==> src/rtl/div_seq_64bit.sv <==
// Sequential 64-bit signed/unsigned divider: one shared subtractor, restoring
// division one bit per cycle, fixed 68-cycle latency from accepted start to done.

module add_sub_64bit (
    input  logic [63:0] a,
    input  logic [63:0] b,
    input  logic        mode,
    output logic [63:0] s,
    output logic        cout
);
    logic [64:0] sum;

    // mode=1 computes a + ~b + 1; carry out then means a >= b (unsigned)
    assign sum  = {1'b0, a} + {1'b0, (mode ? ~b : b)} + 65'(mode);
    assign s    = sum[63:0];
    assign cout = sum[64];
endmodule

module div_seq_64bit #(
    parameter int unsigned WIDTH = 64
) (
    input  logic             clk,
    input  logic             rst,
    input  logic             start,
    input  logic             signed_op,
    input  logic [WIDTH-1:0] dividend,
    input  logic [WIDTH-1:0] divisor,
    output logic             busy,
    output logic             done,
    output logic [WIDTH-1:0] quotient,
    output logic [WIDTH-1:0] remainder,
    output logic             div_zero
);
    localparam int unsigned CNT_W = 6;

    typedef enum logic [2:0] {
        IDLE,
        NEG_A,
        NEG_B,
        ITER,
        FIX_Q,
        FIX_R,
        DONE
    } state_t;

    state_t           state, state_next;
    logic [WIDTH-1:0] q_reg, q_next;
    logic [WIDTH-1:0] r_reg, r_next;
    logic [WIDTH-1:0] b_reg, b_next;
    logic [CNT_W-1:0] cnt, cnt_next;
    logic             sa, sa_next;
    logic             sb, sb_next;
    logic             busy_next, done_next;
    logic [WIDTH-1:0] quotient_next, remainder_next;
    logic             div_zero_next;

    logic [WIDTH-1:0] add_a, add_b, add_s;
    logic             add_cout;
    logic [WIDTH-1:0] shifted;
    logic             take;

    add_sub_64bit u_add_sub (
        .a    (add_a),
        .b    (add_b),
        .s    (add_s),
        .cout (add_cout),
        .mode (1'b1)
    );

    // Partial remainder shifted left with the next dividend bit from Q
    assign shifted = {r_reg[WIDTH-2:0], q_reg[WIDTH-1]};
    assign take    = r_reg[WIDTH-1] | add_cout;

    // State register and all datapath/output registers
    always_ff @(posedge clk or posedge rst) begin
        if (rst) begin
            state     <= IDLE;
            q_reg     <= '0;
            r_reg     <= '0;
            b_reg     <= '0;
            cnt       <= '0;
            sa        <= 1'b0;
            sb        <= 1'b0;
            busy      <= 1'b0;
            done      <= 1'b0;
            quotient  <= '0;
            remainder <= '0;
            div_zero  <= 1'b0;
        end else begin
            state     <= state_next;
            q_reg     <= q_next;
            r_reg     <= r_next;
            b_reg     <= b_next;
            cnt       <= cnt_next;
            sa        <= sa_next;
            sb        <= sb_next;
            busy      <= busy_next;
            done      <= done_next;
            quotient  <= quotient_next;
            remainder <= remainder_next;
            div_zero  <= div_zero_next;
        end
    end

    // Next-state, adder operand steering and register updates
    always_comb begin
        state_next     = state;
        q_next         = q_reg;
        r_next         = r_reg;
        b_next         = b_reg;
        cnt_next       = cnt;
        sa_next        = sa;
        sb_next        = sb;
        quotient_next  = quotient;
        remainder_next = remainder;
        div_zero_next  = div_zero;
        add_a          = '0;
        add_b          = '0;

        unique case (state)
            IDLE: begin
                if (start) begin
                    q_next        = dividend;
                    b_next        = divisor;
                    sa_next       = signed_op & dividend[WIDTH-1];
                    sb_next       = signed_op & divisor[WIDTH-1];
                    div_zero_next = (divisor == '0);
                    state_next    = NEG_A;
                end
            end
            NEG_A: begin
                add_b = q_reg;
                if (sa) q_next = add_s;
                state_next = NEG_B;
            end
            NEG_B: begin
                add_b = b_reg;
                if (sb) b_next = add_s;
                r_next     = '0;
                cnt_next   = CNT_W'(WIDTH - 1);
                state_next = ITER;
            end
            ITER: begin
                add_a  = shifted;
                add_b  = b_reg;
                r_next = take ? add_s : shifted;
                q_next = {q_reg[WIDTH-2:0], take};
                if (cnt == '0) begin
                    state_next = FIX_Q;
                end else begin
                    cnt_next = cnt - CNT_W'(1);
                end
            end
            FIX_Q: begin
                add_b         = q_reg;
                quotient_next = ((sa ^ sb) & ~div_zero) ? add_s : q_reg;
                state_next    = FIX_R;
            end
            FIX_R: begin
                add_b          = r_reg;
                remainder_next = sa ? add_s : r_reg;
                state_next     = DONE;
            end
            DONE: begin
                state_next = IDLE;
            end
            default: begin
                state_next = IDLE;
            end
        endcase

        busy_next = (state_next != IDLE) && (state_next != DONE);
        done_next = (state_next == DONE);
    end
endmodule

==> config.mk <==
export PLATFORM = sky130hd
export DESIGN_NAME = div_seq_64bit
export DESIGN_NICKNAME = d
export VERILOG_FILES = /design/src/rtl/div_seq_64bit.sv
export SDC_FILE = /design/constraint.sdc
export NUM_CORES = 1
export LEC_CHECK = 0
export BUFFER_PORTS_ARGS = -buffer_cell sky130_fd_sc_hd__buf_2
export CELL_PAD_IN_SITES_DETAIL_PLACEMENT = 1
export CELL_PAD_IN_SITES_GLOBAL_PLACEMENT = 1
export CORE_MARGIN = 10
export CORE_UTILIZATION = 45
export CTS_BUF_LIST = sky130_fd_sc_hd__clkbuf_4
export DETAILED_ROUTE_END_ITERATION = 8
export HOLD_SLACK_MARGIN = 0.08
export PLACE_DENSITY = 0.87
export SLEW_MARGIN = 0
export SYNTH_ARGS = -nofsm -noshare
export SYNTH_HDL_FRONTEND = slang
export SYNTH_SLANG_ARGS = --single-unit
==> constraint.sdc <==
create_clock -name clk -period 12.9 [get_ports clk]
set_input_delay 0.645 -clock clk [delete_from_list [all_inputs] [get_ports clk]]
set_output_delay 0.645 -clock clk [all_outputs]
set_load 0.05 [all_outputs]
Word-level counts from Yosys, hierarchy flattened
Cells that the tools add are included.
{"block": "totals", "regBits": 334, "latchBits": 0, "ramBits": 0, "rom_bits": 0, "word_cells": 64, "n_memories": 0}
{"block": "op_classes", "add_sub_neg": 3, "mul": 0, "div": 0, "magnitude_cmp": 0, "eq_ne": 11, "shifts": 0, "muxes": 17, "bitwise": 7, "n_reduce_logical": 14}
{"op": "two-way mux 64 bit", "n": 8}
{"op": "case mux 64 bit (3 select lines)", "n": 2}
{"op": "case mux 64 bit (2 select lines)", "n": 2}
{"op": "adder 64 x 64 -> 65 bit", "n": 1}
{"op": "adder 65 x 1 -> 65 bit, second input constant", "n": 1}
{"op": "zero test 64 bit", "n": 1}
{"op": "NOT 64 bit", "n": 1}
{"op": "case mux 3 bit (6 select lines)", "n": 1}
{"op": "case mux 6 bit (2 select lines)", "n": 1}
{"op": "== test 3 bit, second input constant", "n": 3}
{"op": "!= test 2 bit, second input constant", "n": 4}
{"op": "== test 3 x 2 -> 1 bit, second input constant", "n": 2}
{"op": "zero test 6 bit", "n": 1}
{"op": "two-way mux 3 bit", "n": 2}
{"op": "two-way mux 6 bit", "n": 1}
{"op": "AND reduction 3 bit", "n": 2}
{"op": "nonzero test 3 bit", "n": 2}
{"op": "subtractor 6 x 1 -> 6 bit, second input constant", "n": 1}
{"op": "AND reduction 2 bit", "n": 2}
{"op": "nonzero test 2 bit", "n": 2}
{"op": "OR reduction 2 bit", "n": 2}
{"op": "AND 1 bit", "n": 3}
{"op": "== test 3 x 1 -> 1 bit, second input constant", "n": 1}
{"op": "zero test 3 bit", "n": 1}
{"op": "5 further kinds", "n": 5}

Depth between registers and ports, before layout
{"block": "depth", "depth_word": 9, "depth_mapped": 22, "mapped_depth_nobuf": 17}

Cells and area by module
Synthesis repeated with hierarchy kept, for this count alone.
{"block": "hier_totals", "cells_unflattened": 2556, "hier_area_um2": 22117.5}
{"mod": "div_seq_64bit", "n_inst": 1, "cells_per_inst": 1927, "area_each_um2": 17611.9, "seq_area_each_um2": 8358.0}
{"mod": "add_sub_64bit", "n_inst": 1, "cells_per_inst": 629, "area_each_um2": 4505.6, "seq_area_each_um2": 0.0}

Worst setup path before layout
Ideal clock, no wire load.
{"block": "synth_path", "kind": "flip-flop to flip-flop", "startpoint": "register state[2]", "endpoint": "register r_reg[34]", "setup_ns": 0.118, "arrival_ns": 4.339, "path_slack_ns": 8.443, "stages_incl_launch_ff": 21, "path_buffers": 4, "period_less_slack_ns": 4.457, "cell_sequence": "dfrtp_1 clkbuf_1 and2_1 clkbuf_1 clkbuf_1 a22oi_1 o21ai_0 ha_1 inv_1 fa_1 a21o_1 and4_1 o21ai_1 a211oi_2 a211oi_2 o31ai_4 nor3b_4 o21ai_2 buf_2 a22oi_1 a21o_1"}
{"block": "synth_between", "elab_chain_len": 9, "elab_cells_between_ends": 16, "cone_classes": "2 x add/sub; 5 x eq/ne; 4 x mux; 2 x bitwise; 3 x reduce/logical"}
{"item": "start: declaration", "line_no": "46", "rtl": "state_t state, state_next;"}
{"item": "start signal: assignment", "line_no": "90", "rtl": "state <= state_next;"}
{"item": "== test 3 x 1 -> 1 bit, or another cell as far along", "line_no": "120", "rtl": "unique case (state)"}
{"item": "OR reduction 2 bit (no source line)"}
{"item": "case mux 64 bit (3 select lines)", "line_no": "120"}
{"item": "NOT 64 bit", "line_no": "14", "rtl": "assign sum = {1'b0, a} + {1'b0, (mode ? ~b : b)} + 65'(mode);"}
{"item": "adder 64 x 64 -> 65 bit", "line_no": "14"}
{"item": "adder 65 x 1 -> 65 bit", "line_no": "14"}
{"item": "bitwise OR 1 bit", "line_no": "72", "rtl": "assign take = r_reg[WIDTH-1] | add_cout;"}
{"item": "two-way mux 64 bit", "line_no": "146", "rtl": "r_next = take ? add_s : shifted;"}
{"item": "case mux 64 bit (2 select lines)", "line_no": "120"}
{"item": "end signal: assignment", "line_no": "92", "rtl": "r_reg <= r_next;"}
{"item": "end: declaration", "line_no": "48", "rtl": "logic [WIDTH-1:0] r_reg, r_next;"}
Parallel ways exist; a longest one is shown, timed or not.
A chain may end at the register's enable or synchronous reset.

Worst setup path after layout
{"block": "layout_path", "startpoint": "register state[1]", "endpoint": "register r_reg[25]"}
Same word-level chain as after synthesis.

==> impl_metrics.tcl <==
set metrics [dict create \
    status "finished clean" \
    drc 0 \
    htree_levels 3 \
    cts_buffers 97 \
    antenna_left 0 \
    critPathTopFamily "compound AO/OA/AOI/OAI gates" \
    die_x_um 236 \
    slew_headroom_pct 17.9 \
    syn_inst 2639 \
    cp.required_ns 13.63 \
    rsz0062_at_grt "false" \
    synth_ff_type "dfrtp_1" \
    finalSetupViolCount 0 \
    critPathSlowestCell "nor2_4" \
    grt-ovfl-total 0 \
    cp_max_fo 56 \
    netlist.area_leader.share_pct 39.7 \
    mostFrequentLayoutCells "nand2_1 (384), dfrtp_1 (332), a21oi_1 (310), nor2_1 (279), buf_2 (262)" \
    fillers 5733 \
    power.internal_mw 1.75 \
    synthArstFlopShare_pct 100 \
    grt_max_degree 145 \
    pwr-share-seq_pct 41.7 \
    power.density_nw_per_um2 106 \
    antenna_found_initial 3 \
    synth.distinct_cells 79 \
    first_global_vias 24323 \
    die_height_um 236 \
    final.setup.worst_slack_ns 6.24 \
    yosys-top-cells-area "dfrtp_1 (40%), a21oi_1 (7.4%), nand2_1 (6.9%), o21ai_0 (6.2%), nor2_1 (5.1%)" \
    netlist_area_um2 21100 \
    power_frac_clock_pct 40.4 \
    fin_crit_sh_pct 51.7 \
    ioPinCount 263 \
    cts_tree "done" \
    clock_latency_ns 0.91 \
    layout-drive-gt1-share_pct 16.9 \
    worstMarginPinSlew_ns 1.23 \
    crit_chain "inv_2, nor2_4, buf_4, nand2_1, ha_1, inv_1, fa_1, a21o_1, and4_1, o21ai_1, a211oi_2, a211oi_2, o31ai_4, a21oi_2, o21ai_4, buf_4, mux2i_1, a22o_1" \
    synth_warnings 0 \
    firstDrtPassIters 5 \
    synth_area_per_cell_um2 7.98 \
    clockBufferDepth 3 \
    finalHoldViolations 0 \
    arrival_ns 7.40 \
    final_common_cell "nand2_1" \
    tns_ns 0 \
    synth_edf_count 0 \
    num_vias 23309 \
    fin_nets 3097 \
    clkSlewWorstSetupHoldPaths_ns 0.06 \
    dp_hpwl_mm 67.3 \
    start_util_pct 45.3 \
    leakage_nw 11.6 \
    totalWireLength_mm 99.4 \
    dieArea_um2 55800 \
    slew_violations 0 \
    multi_input_area_um2 11800 \
    criticalPathCategory "flop to flop" \
    grt_pass1_wl_mm 150 \
    swShare_pct 33.6 \
    critical_path.endpoint_type "flop" \
    cts_root_buffer "clkbuf_4" \
    via_per_inst 6.50 \
    synth-seq-area-share_pct 39.7 \
    dp_slack_ns 6.53 \
    period_needed_ns 6.66 \
    clock-sinks 334 \
    peakVddDrop_v 0.0000641 \
    gp_congestion 0.979 \
    coreArea_um2 46500 \
    combPwrFrac_pct 17.9 \
    cp-start-kind "flop" \
    portBuffers 262 \
    wl_per_cell_um 27.7 \
    hold_path_class "input pin to flop" \
    finalClockSkew_ns 0.0756 \
    cpPeakStageDelay_ns 0.85 \
    drv_cap 0 \
    cts_resized 0 \
    synthesis.nets 2837 \
    drt_iter0_drc 2675 \
    rows 79 \
    syn_to_final_growth_pct 17.3 \
    track_usage_pct 34.3 \
    ff_latch_area_um2 8360 \
    crit_buf_inv 4 \
    max_freq_mhz 150 \
    switchingPower_uw 885 \
    yosys.area.top_type "dfrtp_1" \
    yosys_register_bits 334 \
]
cells by family after synthesis:
| group | count (synthesis) | synth area share [%] |
|---|---|---|
| simple gates | 905 | 18.8 |
| flops | 334 | 39.7 |
| buf+inv | 255 | 4.72 |
| mux | 45 | 2.14 |
| fa+ha+maj | 66 | 3.96 |
| xor+xnor | 68 | 2.83 |
| compound gates | 966 | 27.8 |
stage by stage:
stage	cell area [um^2]	hold WS, ns	cells	total power [mW]	util [%]
2_1_floorplan	21100	0.449	2639	1.37	-
3_3_place_gp	22700	0.460	3332	1.54	48.9
3_5_place_dp	22700	0.469	3332	1.55	48.9
4_1_cts	24700	0.0832	3584	2.62	53.2
5_1_grt	24700	0.128	3586	2.72	53.2
6_report	24700	0.134	3586	2.63	53.2
cell type report:
| type | instances | share of cell area (%) |
|---|---|---|
| flip-flops and latches | 334 | 33.9 |
| clock inverters | 26 | 0.491 |
| diodes | 2 | 0.0203 |
| clock buffers | 151 | 4.59 |
| multi-input cells | 2050 | 47.9 |
| well taps | 607 | 3.07 |
| repair buffers | 368 | 9.34 |
| inverters | 48 | 0.760 |
power by group through the flow:
stage                     logic [mW]  registers, mW  clock network, mW
after global routing           0.499           1.10               1.13
after CTS                      0.456           1.09               1.07
after floorplan                0.269           1.10                  0
after global placement         0.426           1.11                  0
after detailed placement       0.436           1.11                  0
final                          0.471           1.10               1.06
worst min-delay path, cell delays in order:
cell	delay (ns)
buf_2	0.08
nand2_1	0.04
a21oi_1	0.11
a21oi_1	0.04
o21ai_0	0.06
routing by layer:
layer  routed length, um  GRT usage, %
met5                   0             0
met2               46100          55.6
met1               38100          41.3
met3                8430          5.97
met4                6850          22.5
synth_stat cells, drive strengths merged, types with 20 or more instances:
library cell,count
and3,36
o21ai,293
buf,34
a31oi,47
nor3,22
dfrtp,334
xor2,31
nand4,28
xnor2,37
a21o,63
nand3,26
nand2,387
a21oi,312
nor2,285
nor4,23
o21a,20
inv,48
o211ai,28
and2,55
ha,65
a22oi,97
mux2i,44
clkbuf,173
what timing repair did:
action,CTS,global route
endpoints found under the hold margin,172,0
hold buffers,75,0
setup buffers,0,0
final timing paths:
check / slack [ns] / startpoint / cells after the start / end
max reg2reg: 6.24 / state[1] / 18 / r_reg[25]
min in group asynchronous: 0.51 / rst / 3 / quotient[19]
min: 0.13 / dividend[60] / 5 / q_reg[60]
max: 6.24 / state[1] / 18 / r_reg[25]
max in group asynchronous: 10.91 / rst / 4 / q_reg[45]
min reg2reg: 0.48 / remainder[8] / 2 / remainder[8]
No activity file was read; power rests on OpenSTA's default activity.
